`src/rtl/bus_ep_pkg.sv`:
```
// Shared definitions for the bus endpoint: packet field layout, error flag bits and RX stage states.
// The optional statistics counters are enabled by defining BUS_EP_STATS_EN.
package bus_ep_pkg;

  localparam int PCKG_SZ_DEFAULT = 20;

  // The destination ID sits in the top ID_W bits of a packet; the payload fills the rest.
  localparam int ID_W = 8;
  localparam logic [ID_W-1:0] BROADCAST_DEFAULT = 8'hFF;

  localparam int ERR_W           = 3;
  localparam int ERR_POP_EMPTY   = 2;
  localparam int ERR_RX_OVERFLOW = 1;
  localparam int ERR_MISADDR     = 0;

  typedef enum logic {
    RX_EMPTY,
    RX_HOLD
  } rx_state_e;

`ifdef BUS_EP_STATS_EN
  localparam int STAT_W = 16;

  function automatic logic [STAT_W-1:0] sat_inc(input logic [STAT_W-1:0] value, input logic en);
    if (en && (value != {STAT_W{1'b1}})) begin
      return value + 1'b1;
    end
    return value;
  endfunction
`endif

endpackage

```
`src/rtl/ep_fifo.sv`:
```
// First-word-fall-through FIFO used for both the TX and RX queues of the bus endpoint.
// Writes to a full FIFO and reads from an empty one are ignored; the head never bypasses fresh write data.
module ep_fifo #(
  parameter int pckg_sz = 20,
  parameter int depth   = 8,
  localparam int AW     = $clog2(depth),
  localparam int CW     = AW + 1
) (
  input  logic               clk,
  input  logic               reset,
  input  logic               wr,
  input  logic [pckg_sz-1:0] din,
  input  logic               rd,
  output logic [pckg_sz-1:0] dout,
  output logic               full,
  output logic               empty,
  output logic [CW-1:0]      count
);

  logic [pckg_sz-1:0] mem [depth];
  logic [AW-1:0]      wr_ptr;
  logic [AW-1:0]      rd_ptr;
  logic               do_wr;
  logic               do_rd;

  assign full  = (count == CW'(depth));
  assign empty = (count == '0);
  assign dout  = mem[rd_ptr];
  assign do_wr = wr && !full;
  assign do_rd = rd && !empty;

  // Power-of-two depth lets the pointers wrap naturally; the count carries one extra bit for "full".
  always_ff @(posedge clk) begin
    if (reset) begin
      for (int i = 0; i < depth; i++) begin
        mem[i] <= '0;
      end
      wr_ptr <= '0;
      rd_ptr <= '0;
      count  <= '0;
    end else begin
      if (do_wr) begin
        mem[wr_ptr] <= din;
        wr_ptr      <= wr_ptr + 1'b1;
      end
      if (do_rd) begin
        rd_ptr <= rd_ptr + 1'b1;
      end
      case ({do_wr, do_rd})
        2'b10:   count <= count + 1'b1;
        2'b01:   count <= count - 1'b1;
        default: count <= count;
      endcase
    end
  end

endmodule

```
`src/rtl/bus_endpoint.sv`:
```
// Bus endpoint: a TX FIFO presented to the bus, an address-filtered RX FIFO feeding a host handshake stage.
// Define BUS_EP_STATS_EN to add saturating tx_cnt / rx_cnt / drop_cnt counters.
module bus_endpoint
  import bus_ep_pkg::*;
#(
  parameter int              pckg_sz   = PCKG_SZ_DEFAULT,
  parameter int              depth     = 8,
  parameter logic [ID_W-1:0] id        = 8'd0,
  parameter logic [ID_W-1:0] broadcast = BROADCAST_DEFAULT
) (
  input  logic               clk,
  input  logic               reset,
  output logic               pndng,
  output logic [pckg_sz-1:0] D_pop,
  input  logic               pop,
  input  logic               push,
  input  logic [pckg_sz-1:0] D_push,
  input  logic               tx_valid,
  output logic               tx_ready,
  input  logic [pckg_sz-1:0] tx_data,
  output logic               rx_valid,
  input  logic               rx_ready,
  output logic [pckg_sz-1:0] rx_data,
  output logic [ERR_W-1:0]   err
`ifdef BUS_EP_STATS_EN
  ,
  output logic [STAT_W-1:0]  tx_cnt,
  output logic [STAT_W-1:0]  rx_cnt,
  output logic [STAT_W-1:0]  drop_cnt
`endif
);

  localparam int CW = $clog2(depth) + 1;

  logic               tx_full;
  logic               tx_empty;
  logic [CW-1:0]      tx_count;
  logic               tx_write;
  logic               pop_ok;
  logic               pop_empty;

  logic [pckg_sz-1:0] rx_head;
  logic               rx_full;
  logic               rx_empty;
  logic [CW-1:0]      rx_count;
  logic               rx_space_full;
  logic               rx_load;

  logic [ID_W-1:0]    dest;
  logic               addr_hit;
  logic               misaddr;
  logic               rx_accept;
  logic               rx_overflow;
  logic [ERR_W-1:0]   err_set;

  rx_state_e          rx_state;

  assign tx_ready  = !tx_full;
  assign tx_write  = tx_valid && tx_ready;
  assign pndng     = (tx_count != '0);
  assign pop_ok    = pop && !tx_empty;
  assign pop_empty = pop && tx_empty;

  ep_fifo #(
    .pckg_sz (pckg_sz),
    .depth   (depth)
  ) u_tx_fifo (
    .clk   (clk),
    .reset (reset),
    .wr    (tx_write),
    .din   (tx_data),
    .rd    (pop_ok),
    .dout  (D_pop),
    .full  (tx_full),
    .empty (tx_empty),
    .count (tx_count)
  );

  assign dest     = D_push[pckg_sz-1 -: ID_W];
  assign addr_hit = (dest == id) || (dest == broadcast);
  assign misaddr  = push && !addr_hit;

  // The word parked in the output stage still counts against RX capacity, so the endpoint holds depth words total.
  assign rx_space_full = rx_full || ((rx_state == RX_HOLD) && (rx_count == CW'(depth - 1)));
  assign rx_accept     = push && addr_hit && !rx_space_full;
  assign rx_overflow   = push && addr_hit && rx_space_full;
  assign rx_load       = ((rx_state == RX_EMPTY) || rx_ready) && !rx_empty;

  ep_fifo #(
    .pckg_sz (pckg_sz),
    .depth   (depth)
  ) u_rx_fifo (
    .clk   (clk),
    .reset (reset),
    .wr    (rx_accept),
    .din   (D_push),
    .rd    (rx_load),
    .dout  (rx_head),
    .full  (rx_full),
    .empty (rx_empty),
    .count (rx_count)
  );

  always_ff @(posedge clk) begin
    if (reset) begin
      rx_state <= RX_EMPTY;
      rx_valid <= 1'b0;
      rx_data  <= '0;
    end else begin
      case (rx_state)
        RX_EMPTY: begin
          if (!rx_empty) begin
            rx_state <= RX_HOLD;
            rx_valid <= 1'b1;
            rx_data  <= rx_head;
          end
        end
        RX_HOLD: begin
          if (rx_ready) begin
            if (!rx_empty) begin
              rx_data <= rx_head;
            end else begin
              rx_state <= RX_EMPTY;
              rx_valid <= 1'b0;
            end
          end
        end
        default: begin
          rx_state <= RX_EMPTY;
          rx_valid <= 1'b0;
        end
      endcase
    end
  end

  always_comb begin
    err_set                  = '0;
    err_set[ERR_POP_EMPTY]   = pop_empty;
    err_set[ERR_RX_OVERFLOW] = rx_overflow;
    err_set[ERR_MISADDR]     = misaddr;
  end

  always_ff @(posedge clk) begin
    if (reset) begin
      err <= '0;
    end else begin
      err <= err | err_set;
    end
  end

`ifdef BUS_EP_STATS_EN
  always_ff @(posedge clk) begin
    if (reset) begin
      tx_cnt   <= '0;
      rx_cnt   <= '0;
      drop_cnt <= '0;
    end else begin
      tx_cnt   <= sat_inc(tx_cnt, pop_ok);
      rx_cnt   <= sat_inc(rx_cnt, rx_accept);
      drop_cnt <= sat_inc(drop_cnt, misaddr || rx_overflow);
    end
  end
`endif

endmodule

```
`config.mk`:
```
export PLATFORM = sky130hd
export DESIGN_NAME = bus_endpoint
export DESIGN_NICKNAME = d
export VERILOG_FILES = /design/src/rtl/bus_ep_pkg.sv /design/src/rtl/ep_fifo.sv /design/src/rtl/bus_endpoint.sv
export SDC_FILE = /design/constraint.sdc
export NUM_CORES = 1
export LEC_CHECK = 0
export CORE_MARGIN = 4
export CORE_UTILIZATION = 60
export DETAILED_ROUTE_END_ITERATION = 6
export PLACE_DENSITY = 0.91
export REMOVE_ABC_BUFFERS = 1
export SLEW_MARGIN = 20
export SYNTH_ARGS = -nofsm -noshare
export SYNTH_HDL_FRONTEND = slang
export SYNTH_HIERARCHICAL = 1
export SYNTH_SLANG_ARGS = --single-unit
```
`constraint.sdc`:
```
create_clock -name clk -period 8.6 [get_ports clk]
set_clock_uncertainty 0.2 [all_clocks]
set_input_delay 0.86 -clock clk [delete_from_list [all_inputs] [get_ports clk]]
set_output_delay 0.86 -clock clk [all_outputs]
set_load 0.05 [all_outputs]
```
==> impl_results.md, run 1 <==
* Run status: finished clean
* Final Hold Fails at 0
* IO Port Bufs at 91
* DRC Markers at 0
* First-pass iteration count of the detailed router at 5
* # Max-Cap Violations at 0
* Post-synthesis cell count at 1,188
* DIE AREA at 29,900 um^2
* Die X at 173 um
* CP Cell Sequence: clkdlybuf4s50_1, or4_4, nor2_4, o21ai_0, nor2_1, nand4b_4, o21bai_2, buf_4
* Clock transition at path regs at 0.06 ns
* TritonCTS Sinks at 371
* Worst setup EP type: flip-flop
* Vias in the first global route at 10.9k
* Core ar. at 26,900 um^2
* Number of synthesized flops with an enable pin at 320
* CP Buf/Inv Count at 2
* CTS tree: yes
* Reg2reg setup slack at 4.19 ns
* CP Depth at 8
* Fill count at 1,650
* Die height at 173 um
* Final setup violation count at 0
* Asr flop ratio synth at 0
* Clock Latency Late Sink at 0.54 ns
* RSZ-0062 raised after global routing: false
* Worst VDD drop at 0.000211 V
* Final worst-path cycle share at 0.546
* Routed vias/inst at 6.44
* Pwr Density at 233 nW/um^2
* Most frequent cells in the layout: nor2_1 (344), edfxtp_1 (320), nand2_1 (106)
* Root Buffer: clkbuf_16
* Period minus WS final at 4.70 ns
* Dominant synthesized flop cell: edfxtp_1
* Post-CTS Hold Fix Bufs at 0
* Area of the mapped netlist at 16,300 um^2
* RD Place Congestion at 0.782
* Worst EP arrival at 4.73 ns
* N_diodes at 0
* Fin area at 18,600 um^2
* PostCTS Resize Cnt at 0
* Area grow syn2layout at 14.2%
* Final WL at 40,100 um
* Hold Crit Class: flip-flop to flip-flop
* Reg2reg path depth at 7
* CP Capture Point: u_rx_fifo/mem[3][8]$_SDFFCE_PN0P_
* Rows at 60
* YS warnings at 6
* Worst r2r src: u_rx_fifo/count[0]$_SDFFE_PP0P_
* HPWL Detailed at 22,000 um
* Final Max Slew Viols at 0
* Max Fclk at 213 MHz
* First-pass GRT wire length at 61,700 um
* Setup_tns at 0 ns
* CP Data Required Time at 8.64 ns
* Slowest CP cell: o21bai_2
* Setup Fix Bufs, Post-CTS at 0
* Post-DR wirelength/cell at 24.7 um
* Leak Pwr at 6.27 nW
* Most common cell after layout, fill and taps aside: nor2_1
* Initial DRC Count at 1,538
* Fraction of layout cells with a size suffix above 1 at 0.180
* Reg2reg end: u_rx_fifo/mem[3][8]$_SDFFCE_PN0P_
* Longest Clk Path Bufs at 3
* Fin nets at 1,314
* Area after DPL at 17,400 um^2
* DR vias at 10.5k
* Register area share after synthesis at 0.652
* Crit path launch: D_push[19]
* Slew headroom at 0.223
* Initial Util at 0.607
* H-tree depth at 2
* Netlist cell types at 52
* CP Launch Type: primary input
* I/O pin cnt at 92
* Avg Cell Area, Syn at 13.7 um^2
* Hold depth at 2
* Cell family with most CP delay: simple AND/OR/NAND/NOR gates
* Pin count of the biggest net entering global routing at 60
* Gr usage total at 0.265
* Max incr delay on CP at 0.85 ns
* Final antenna-violating net count at 0
* Worst-margin pin slew at 1.16 ns
* Num CTS Buffers at 37
* WS Path Type: primary input to flip-flop
* Crit Path Max Fanout at 42
* #FFs+latches synth at 371
* Total gr overflow at 0
* Initial antenna violation count at 0
-- synthesized netlist by cell type (all sizes together), types with 3 or more instances --
cell / number / area share
nor2: 348 / 0.081
edfxtp: 320 / 0.59
nand2: 108 / 0.026
mux4: 80 / 0.11
dfxtp: 51 / 0.063
buf: 46 / 0.023
mux2: 40 / 0.028
a21oi: 35 / 0.011
clkbuf: 35 / 0.0081
nand2b: 26 / 0.011
inv: 13 / 0.0030
ha: 10 / 0.0077
xor2: 9 / 0.0048
nand3: 8 / 0.0032
o21bai: 6 / 0.0028
o31ai: 6 / 0.0028
and3: 5 / 0.0022
or4: 5 / 0.0028
o21ai: 4 / 0.0012
nand4: 3 / 0.0012
nor2b: 3 / 0.0012
xnor2: 3 / 0.0016
-- layout make-up --
cell class,instances,area (um^2),share of cell area
Inverter,13,48.8,0.00262
Clock buffer,48,997,0.0535
Multi-Input combinational cell,723,5270,0.283
Timing Repair Buffer,110,1050,0.0563
Clock inverter,20,201,0.0108
Sequential cell,371,10600,0.571
Tap cell,341,427,0.0229
-- cells by family (layout without fill, tap and decap cells) --
group | count (synthesis) | after routing | share of synthesized area
AND/OR/NAND/NOR | 517 | 517 | 0.135
flip-flops | 371 | 371 | 0.652
multiplexers | 122 | 122 | 0.139
buffers and inverters | 94 | 191 | 0.0342
AO/OA/AOI/OAI | 60 | 60 | 0.0231
adder cells (fa/ha/maj) | 12 | 12 | 0.0101
XOR/XNOR | 12 | 12 | 0.00645
-- power by group --
group / internal, mW / switching [mW] / total, mW
combinational: 0.261 / 0.401 / 0.662
sequential: 2.05 / 0.0493 / 2.10
clock: 0.893 / 0.690 / 1.58
-- worst reg2reg max path: stages (launching register included) --
cell and delay (ns):
dfxtp_1 0.44, or4b_1 0.49, inv_1 0.10, a41o_1 0.26, nor2_1 0.68, nand4b_4 0.72
o21bai_2 0.88, buf_4 0.36
-- sequential cells by signal, summed over array words and instances (netlist names), named ones only --
signal	count
u_rx_fifo/wr_ptr	3
rx_valid	1
u_rx_fifo/mem	160
err	3
rx_state	1
u_tx_fifo/count	4
u_rx_fifo/count	4
u_tx_fifo/rd_ptr	3
u_rx_fifo/rd_ptr	3
rx_data	20
u_tx_fifo/mem	160
u_tx_fifo/wr_ptr	3
-- worst min-delay path by stage --
stage | end | start
final | rx_data[4]$_SDFFE_PP0P_ | rx_data[4]$_SDFFE_PP0P_
after CTS | rx_data[4]$_SDFFE_PP0P_ | rx_data[4]$_SDFFE_PP0P_
after floorplan | rx_valid$_SDFFE_PP0P_ | rx_state$_SDFF_PP0_
after global placement | rx_data[7]$_SDFFE_PP0P_ | rx_data[7]$_SDFFE_PP0P_
after detailed placement | rx_data[5]$_SDFFE_PP0P_ | rx_data[5]$_SDFFE_PP0P_
after global routing | rx_data[5]$_SDFFE_PP0P_ | rx_data[5]$_SDFFE_PP0P_
-- routing by layer --
layer	part of all wire	GRT usage	vias to the layer above	wire [um]
met2	0.52	0.457	839	20700
met3	0.11	0.0429	131	4390
met4	0.039	0.109	0	1580
met1	0.33	0.339	5077	13400
li1	-	-	4419	-
met5	0	0	-	0
-- stage by stage --
| step | hold WS, ns | total power, mW | instances | setup slack, ns | utilization |
|---|---|---|---|---|---|
| 6_report | 0.253 | 4.34 | 1626 | 3.90 | 0.693 |
| 5_1_grt | 0.283 | 4.48 | 1626 | 3.76 | 0.693 |
| 4_1_cts | 0.255 | 4.35 | 1626 | 3.47 | 0.691 |
| 3_5_place_dp | 0.247 | 2.78 | 1558 | 2.98 | 0.646 |
| 3_3_place_gp | 0.241 | 2.75 | 1558 | 3.16 | 0.646 |
| 2_1_floorplan | 0.268 | 2.56 | 1107 | 3.49 | - |
No activity file was read; power rests on OpenSTA's default activity.
==> run 2, diff against run 1 <==
- clock period: 8.6 -> 4.8 ns (I/O delays scaled with it)
==> run 2 against run 1 <==
Sequential power is 80% higher. Non-clock buffer count is 14 higher. Largest cell class unchanged. Combinational power is 78% higher.
==> impl_results.md, run 2 (same netlist as run 1, synthesis figures left out) <==
* Run status: finished clean (unchanged)
* Biggest regs: u_rx_fifo/mem x160, u_tx_fifo/mem x160, rx_data x20 (unchanged)
* Final setup violation count at 0 (unchanged)
* H-tree depth at 2 (unchanged)
* Core ar. at 26,900 um^2 (unchanged)
* Leak Pwr at 6.34 nW (was 6.27 nW)
* CP Cell Sequence: buf_12, mux4_2, mux2_2, clkdlybuf4s50_1 (was clkdlybuf4s50_1, or4_4, nor2_4, o21ai_0, nor2_1, nand4b_4, o21bai_2, buf_4)
* CP Launch Type: flip-flop (was primary input)
* Setup Fix Bufs, Post-CTS at 0 (unchanged)
* CP Buf/Inv Count at 2 (unchanged)
* Num CTS Buffers at 38 (was 37)
* Die height at 173 um (unchanged)
* Rows at 60 (unchanged)
* Slew headroom at 0.203 (was 0.223)
* Initial antenna violation count at 0 (unchanged)
* DRC Markers at 0 (unchanged)
* Fraction of layout cells with a size suffix above 1 at 0.184 (was 0.180)
* Pwr Density at 416 nW/um^2 (was 233 nW/um^2)
* Gr usage total at 0.258 (was 0.265)
* Worst-margin pin slew at 1.19 ns (was 1.16 ns)
* N_diodes at 0 (unchanged)
* CP Depth at 4 (was 8)
* Fin nets at 1,329 (was 1,314)
* Worst setup EP type: primary output (was flip-flop)
* RSZ-0062 raised after global routing: false (unchanged)
* HPWL Detailed at 22,300 um (was 22,000 um)
* PostCTS Resize Cnt at 0 (unchanged)
* Pin count of the biggest net entering global routing at 53 (was 60)
* Area grow syn2layout at 14.7% (was 14.2%)
* Longest Clk Path Bufs at 3 (unchanged)
* DIE AREA at 29,900 um^2 (unchanged)
* Setup_tns at 0 ns (unchanged)
* Final Hold Fails at 0 (unchanged)
* Hold Crit Class: flip-flop to flip-flop (unchanged)
* CTS tree: yes (unchanged)
* WS Path Type: flip-flop to primary output (was primary input to flip-flop)
* Die X at 173 um (unchanged)
* Post-CTS Hold Fix Bufs at 0 (unchanged)
* Final WL at 38,900 um (was 40,100 um)
* Period minus WS final at 3.83 ns
* CP Data Required Time at 4.12 ns (was 8.64 ns)
* Total gr overflow at 0 (unchanged)
* First-pass iteration count of the detailed router at 7 (was 5)
* Most common cell after layout, fill and taps aside: nor2_1 (unchanged)
* DR vias at 10.4k (was 10.5k)
* Max Fclk at 261 MHz
* TritonCTS Sinks at 371 (unchanged)
* IO Port Bufs at 91 (unchanged)
* Final worst-path cycle share at 0.798
* Final Max Slew Viols at 0 (unchanged)
* Max incr delay on CP at 0.75 ns (was 0.85 ns)
* Cell family with most CP delay: buffers and inverters (was simple AND/OR/NAND/NOR gates)
* Routed vias/inst at 6.34 (was 6.44)
* Worst EP arrival at 3.15 ns (was 4.73 ns)
* RD Place Congestion at 0.827 (was 0.782)
* Root Buffer: clkbuf_16 (unchanged)
* Clock transition at path regs at 0.06 ns (about the same)
* Most frequent cells in the layout: nor2_1 (344), edfxtp_1 (320), nand2_1 (106) (unchanged)
* Worst VDD drop at 0.000345 V (was 0.000211 V)
* Post-DR wirelength/cell at 23.7 um (was 24.7 um)
* Vias in the first global route at 11.0k (was 10.9k)
* Inst Count DP at 1,572 (was 1,558)
* Initial Util at 0.607 (unchanged)
* Slowest CP cell: clkdlybuf4s50_1 (was o21bai_2)
* Final antenna-violating net count at 0 (unchanged)
* Filler-free cell count of the finished design at 1,642 (was 1,626)
* Reg2reg setup slack at 1.04 ns (was 4.19 ns)
* Clock Latency Late Sink at 0.54 ns (about the same)
* Hold depth at 2 (unchanged)
* # Max-Cap Violations at 0 (unchanged)
* Crit Path Max Fanout at 24 (was 42)
* I/O pin cnt at 92 (unchanged)
* First-pass GRT wire length at 60,700 um (was 61,700 um)
* Initial DRC Count at 1,484 (was 1,538)
* Reg2reg path depth at 11 (was 7)
-- run 2: tightest hold or removal path: stages, from the launching register on --
cell     delay (ns)
dfxtp_1        0.31
inv_1          0.06
a21oi_2        0.04
-- run 2: path summary, 6_finish.rpt --
| kind | from | end |
|---|---|---|
| setup / recovery | flip-flop | D_pop[16] |
| hold / removal | err[1]$_SDFF_PP0_ | err[1]$_SDFF_PP0_ |
| setup reg to reg | u_rx_fifo/count[0]$_SDFFE_PP0P_ | u_rx_fifo/count[3]$_SDFFE_PP0P_ |
| hold reg to reg | err[1]$_SDFF_PP0_ | err[1]$_SDFF_PP0_ |
-- run 2: layer usage --
layer / routed length [um] / global-route usage / vias up / part of all wire
met1: 13400 / 0.318 / 5137 / 0.34
met3: 3810 / 0.0525 / 118 / 0.098
li1: - / - / 4440 / -
met5: 0 / 0 / - / 0
met2: 20300 / 0.452 / 711 / 0.52
met4: 1430 / 0.104 / 0 / 0.037
-- run 2: power breakdown --
part / internal [mW] / switching, mW
clock network: 1.65 / 1.18
registers: 3.67 / 0.115
logic: 0.481 / 0.698
total: 5.80 / 1.99
-- run 2: layout make-up --
cell class                      instances  area [um^2]
Clock buffer                           63         1120
Clock inverter                          7         85.1
Fill cell                            1639         8170
Inverter                               13         48.8
Multi-Input combinational cell        723         5220
Sequential cell                       371        10600
Tap cell                              341          427
Timing Repair Buffer                  124         1180
-- run 2: per-stage QoR --
stage | utilization | total power [mW] | hold WS (ns) | cell area [um^2] | worst slack (ns)
after floorplan | - | 4.59 | 0.268 | 15800 | 0.0700
after global placement | 0.651 | 4.96 | 0.242 | 17500 | 1.02
after detailed placement | 0.651 | 5.00 | 0.246 | 17500 | 0.967
after CTS | 0.696 | 7.81 | 0.254 | 18700 | 0.893
after global routing | 0.696 | 8.04 | 0.273 | 18700 | 0.779
final | 0.696 | 7.79 | 0.252 | 18700 | 0.971
==> run 3, diff against run 2 <==
- CORE_UTILIZATION: 60 -> 54
- PLACE_DENSITY: 0.91 -> 0.87
- clock period: 4.8 -> 3.4 ns (I/O delays scaled with it)
==> run 3 against run 2 <==
Sequential cell count did not move. Wire length fell by 0.40%. Final area rose by 1.8%. Setup slack got worse by 0.66 ns. Clock power rose by 47%. Die area rose by 11%. Critical path type is now flip-flop to flip-flop. Highest routed layer unchanged.
==> impl_results.md, run 3 (same netlist as run 1, synthesis figures left out) <==
* N_diodes at 0 (unchanged)
* Post-DR wirelength/cell at 22.6 um (was 23.7 um)
* DIE AREA at 33,000 um^2 (was 29,900 um^2)
* First-pass iteration count of the detailed router at 5 (was 7)
* WS Path Type: flip-flop to flip-flop (was flip-flop to primary output)
* Root Buffer: clkbuf_16 (unchanged)
* IO Port Bufs at 91 (unchanged)
* Worst r2r src: u_rx_fifo/count[0]$_SDFFE_PP0P_ (unchanged)
* Fill count at 1,949 (was 1,639)
* Gr usage total at 0.236 (was 0.258)
* Biggest regs: u_rx_fifo/mem x160, u_tx_fifo/mem x160, rx_data x20 (unchanged)
* TritonCTS Sinks at 371 (unchanged)
* Hold Crit Class: primary input to flip-flop (was flip-flop to flip-flop)
* Worst setup EP type: flip-flop (was primary output)
* Initial antenna violation count at 0 (unchanged)
* Initial Util at 0.549 (was 0.607)
* Min-delay src: reset (was err[1]$_SDFF_PP0_)
* Most Used Layer, Global Route: met2 (unchanged)
* DRC Markers at 0 (unchanged)
* GR met2 Demand/Resource at 0.421 (was 0.452)
* Post-CTS Hold Fix Bufs at 0 (unchanged)
* I/O pin cnt at 92 (unchanged)
* RSZ-0062 raised after global routing: false (unchanged)
* Pwr Density at 585 nW/um^2 (was 416 nW/um^2)
* Clk pwr share at 0.373 (was 0.363)
* CP Launch Type: flip-flop (unchanged)
* PnR worst setup slack at 0.313 ns (was 0.971 ns)
* Dpl ws at -0.166 ns (was 0.967 ns)
* Pin count of the biggest net entering global routing at 44 (was 53)
* DR vias at 10.3k (was 10.4k)
* Crit Path Max Fanout at 7 (was 24)
* Vias in the first global route at 10.8k (was 11.0k)
* Pint at 8.28 mW (was 5.80 mW)
* RD Place Congestion at 0.804 (was 0.827)
* HPWL Detailed at 22,400 um (was 22,300 um)
* Switching power at 2.87 mW (was 1.99 mW)
* Global routing usage on met1 at 0.285 (was 0.318)
* Fin nets at 1,357 (was 1,329)
* Period minus WS final at 3.09 ns
* Worst-margin pin slew at 0.805 ns (was 1.19 ns)
* Switching share of power at 0.258 (was 0.256)
* Run status: finished clean (unchanged)
* Rows at 63 (was 60)
* Area grow syn2layout at 16.8% (was 14.7%)
* Max Fclk at 324 MHz
* Final setup violation count at 0 (unchanged)
* H-tree depth at 2 (unchanged)
* PostCTS Resize Cnt at 0 (unchanged)
* Filler-free cell count of the finished design at 1,716 (was 1,642)
* First-pass GRT wire length at 60,500 um (was 60,700 um)
* Slew headroom at 0.462 (was 0.203)
* # Max-Cap Violations at 0 (unchanged)
* Final worst-path cycle share at 0.908
* Initial DRC Count at 1,192 (was 1,484)
* Total gr overflow at 0 (unchanged)
* Final antenna-violating net count at 0 (unchanged)
* Inst Count DP at 1,648 (was 1,572)
* Crit path launch: u_rx_fifo/count[0]$_SDFFE_PP0P_
* Setup Fix Bufs, Post-CTS at 0 (unchanged)
* CTS tree: yes (unchanged)
* Final WL at 38,800 um (was 38,900 um)
* Routed vias/inst at 5.99 (was 6.34)
* Longest Clk Path Bufs at 3 (unchanged)
* Most frequent cells in the layout: nor2_1 (346), edfxtp_1 (320), nand2_1 (106) (was nor2_1 (344), edfxtp_1 (320), nand2_1 (106))
* Final Hold Fails at 0 (unchanged)
* Die height at 182 um (was 173 um)
* Final Max Slew Viols at 0 (unchanged)
* Sequential share of power at 0.474 (was 0.486)
* Most common cell after layout, fill and taps aside: nor2_1 (unchanged)
* Worst EP arrival at 3.34 ns (was 3.15 ns)
* Gate power share at 0.153 (was 0.151)
* Num CTS Buffers at 39 (was 38)
* Leak Pwr at 6.55 nW (was 6.34 nW)
* Met3 Track Usage GR at 0.0501 (was 0.0525)
* Fraction of layout cells with a size suffix above 1 at 0.216 (was 0.184)
* Clock Latency Late Sink at 0.53 ns (was 0.54 ns)
* Core ar. at 29,700 um^2 (was 26,900 um^2)
* Die X at 182 um (was 173 um)
* CP Data Required Time at 3.65 ns (was 4.12 ns)
* Clock transition at path regs at 0.06 ns (about the same)
* Worst VDD drop at 0.000402 V (was 0.000345 V)
[run 3: changes by cell type in the layout (fill, tap and decap cells not counted), moves of 3 or more]
cell / change
clkbuf_8: -4
clkbuf_1: -10
buf_4: +41
buf_12: +6
clkdlybuf4s50_1: -20
clkinv_2: +3
clkinv_1: +4
[run 3: path summary, 6_finish.rpt]
kind	to	slack [ns]	cells past startpoint
setup / recovery	u_rx_fifo/count[3]$_SDFFE_PP0P_	0.31	12
setup reg to reg	u_rx_fifo/count[3]$_SDFFE_PP0P_	0.31	12
hold / removal	rx_data[1]$_SDFFE_PP0P_	0.04	2
hold reg to reg	rx_data[11]$_SDFFE_PP0P_	0.25	2
[run 3: worst max-delay path, stage by stage, from the launching register on]
cell and delay, ns:
dfxtp_1 0.37, or4b_1 0.56, inv_1 0.08, a41o_1 0.15
nor2_1 0.08, buf_4 0.16, nand2_8 0.05, ha_1 0.19
ha_1 0.27, a21oi_1 0.20, a21oi_1 0.11, or4_1 0.47
a21oi_1 0.15
[run 3: stage by stage]
stage / power, mW / utilization / instance area, um^2 / hold slack, ns / setup TNS [ns]
2_1_floorplan: 6.49 / - / 15800 / 0.202 / -115.04
3_3_place_gp: 6.99 / 0.599 / 17800 / 0.243 / -0.0588
3_5_place_dp: 7.05 / 0.599 / 17800 / 0.247 / -0.166
4_1_cts: 11.2 / 0.641 / 19000 / 0.0281 / 0
5_1_grt: 11.5 / 0.641 / 19000 / 0.0555 / 0
6_report: 11.1 / 0.641 / 19000 / 0.0378 / 0
[run 3: layout make-up]
class                      count  area (um^2)  area share
multi-input combinational    723         5210       0.274
inverter                      13         48.8     0.00256
timing repair buffer         151         1410      0.0738
tap                          390          488      0.0256
sequential                   371        10600       0.558
clock inverter                18          209      0.0110
clock buffer                  50         1050      0.0551
[run 3: routing by layer]
metal / wire length [um] / vias up / share of wire
li1: - / 4504 / -
met1: 13200 / 5016 / 0.34
met2: 20400 / 646 / 0.53
met3: 4030 / 114 / 0.10
met4: 1190 / 0 / 0.031
met5: 0 / - / 0
[run 3: power groups by stage]
stage	Sequential [mW]	Clock, mW	Combinational (mW)
after detailed placement	5.37	0	1.68
after global placement	5.35	0	1.64
final	5.29	4.16	1.70
after CTS	5.29	4.21	1.71
after global routing	5.30	4.42	1.80
after floorplan	5.45	0	1.04
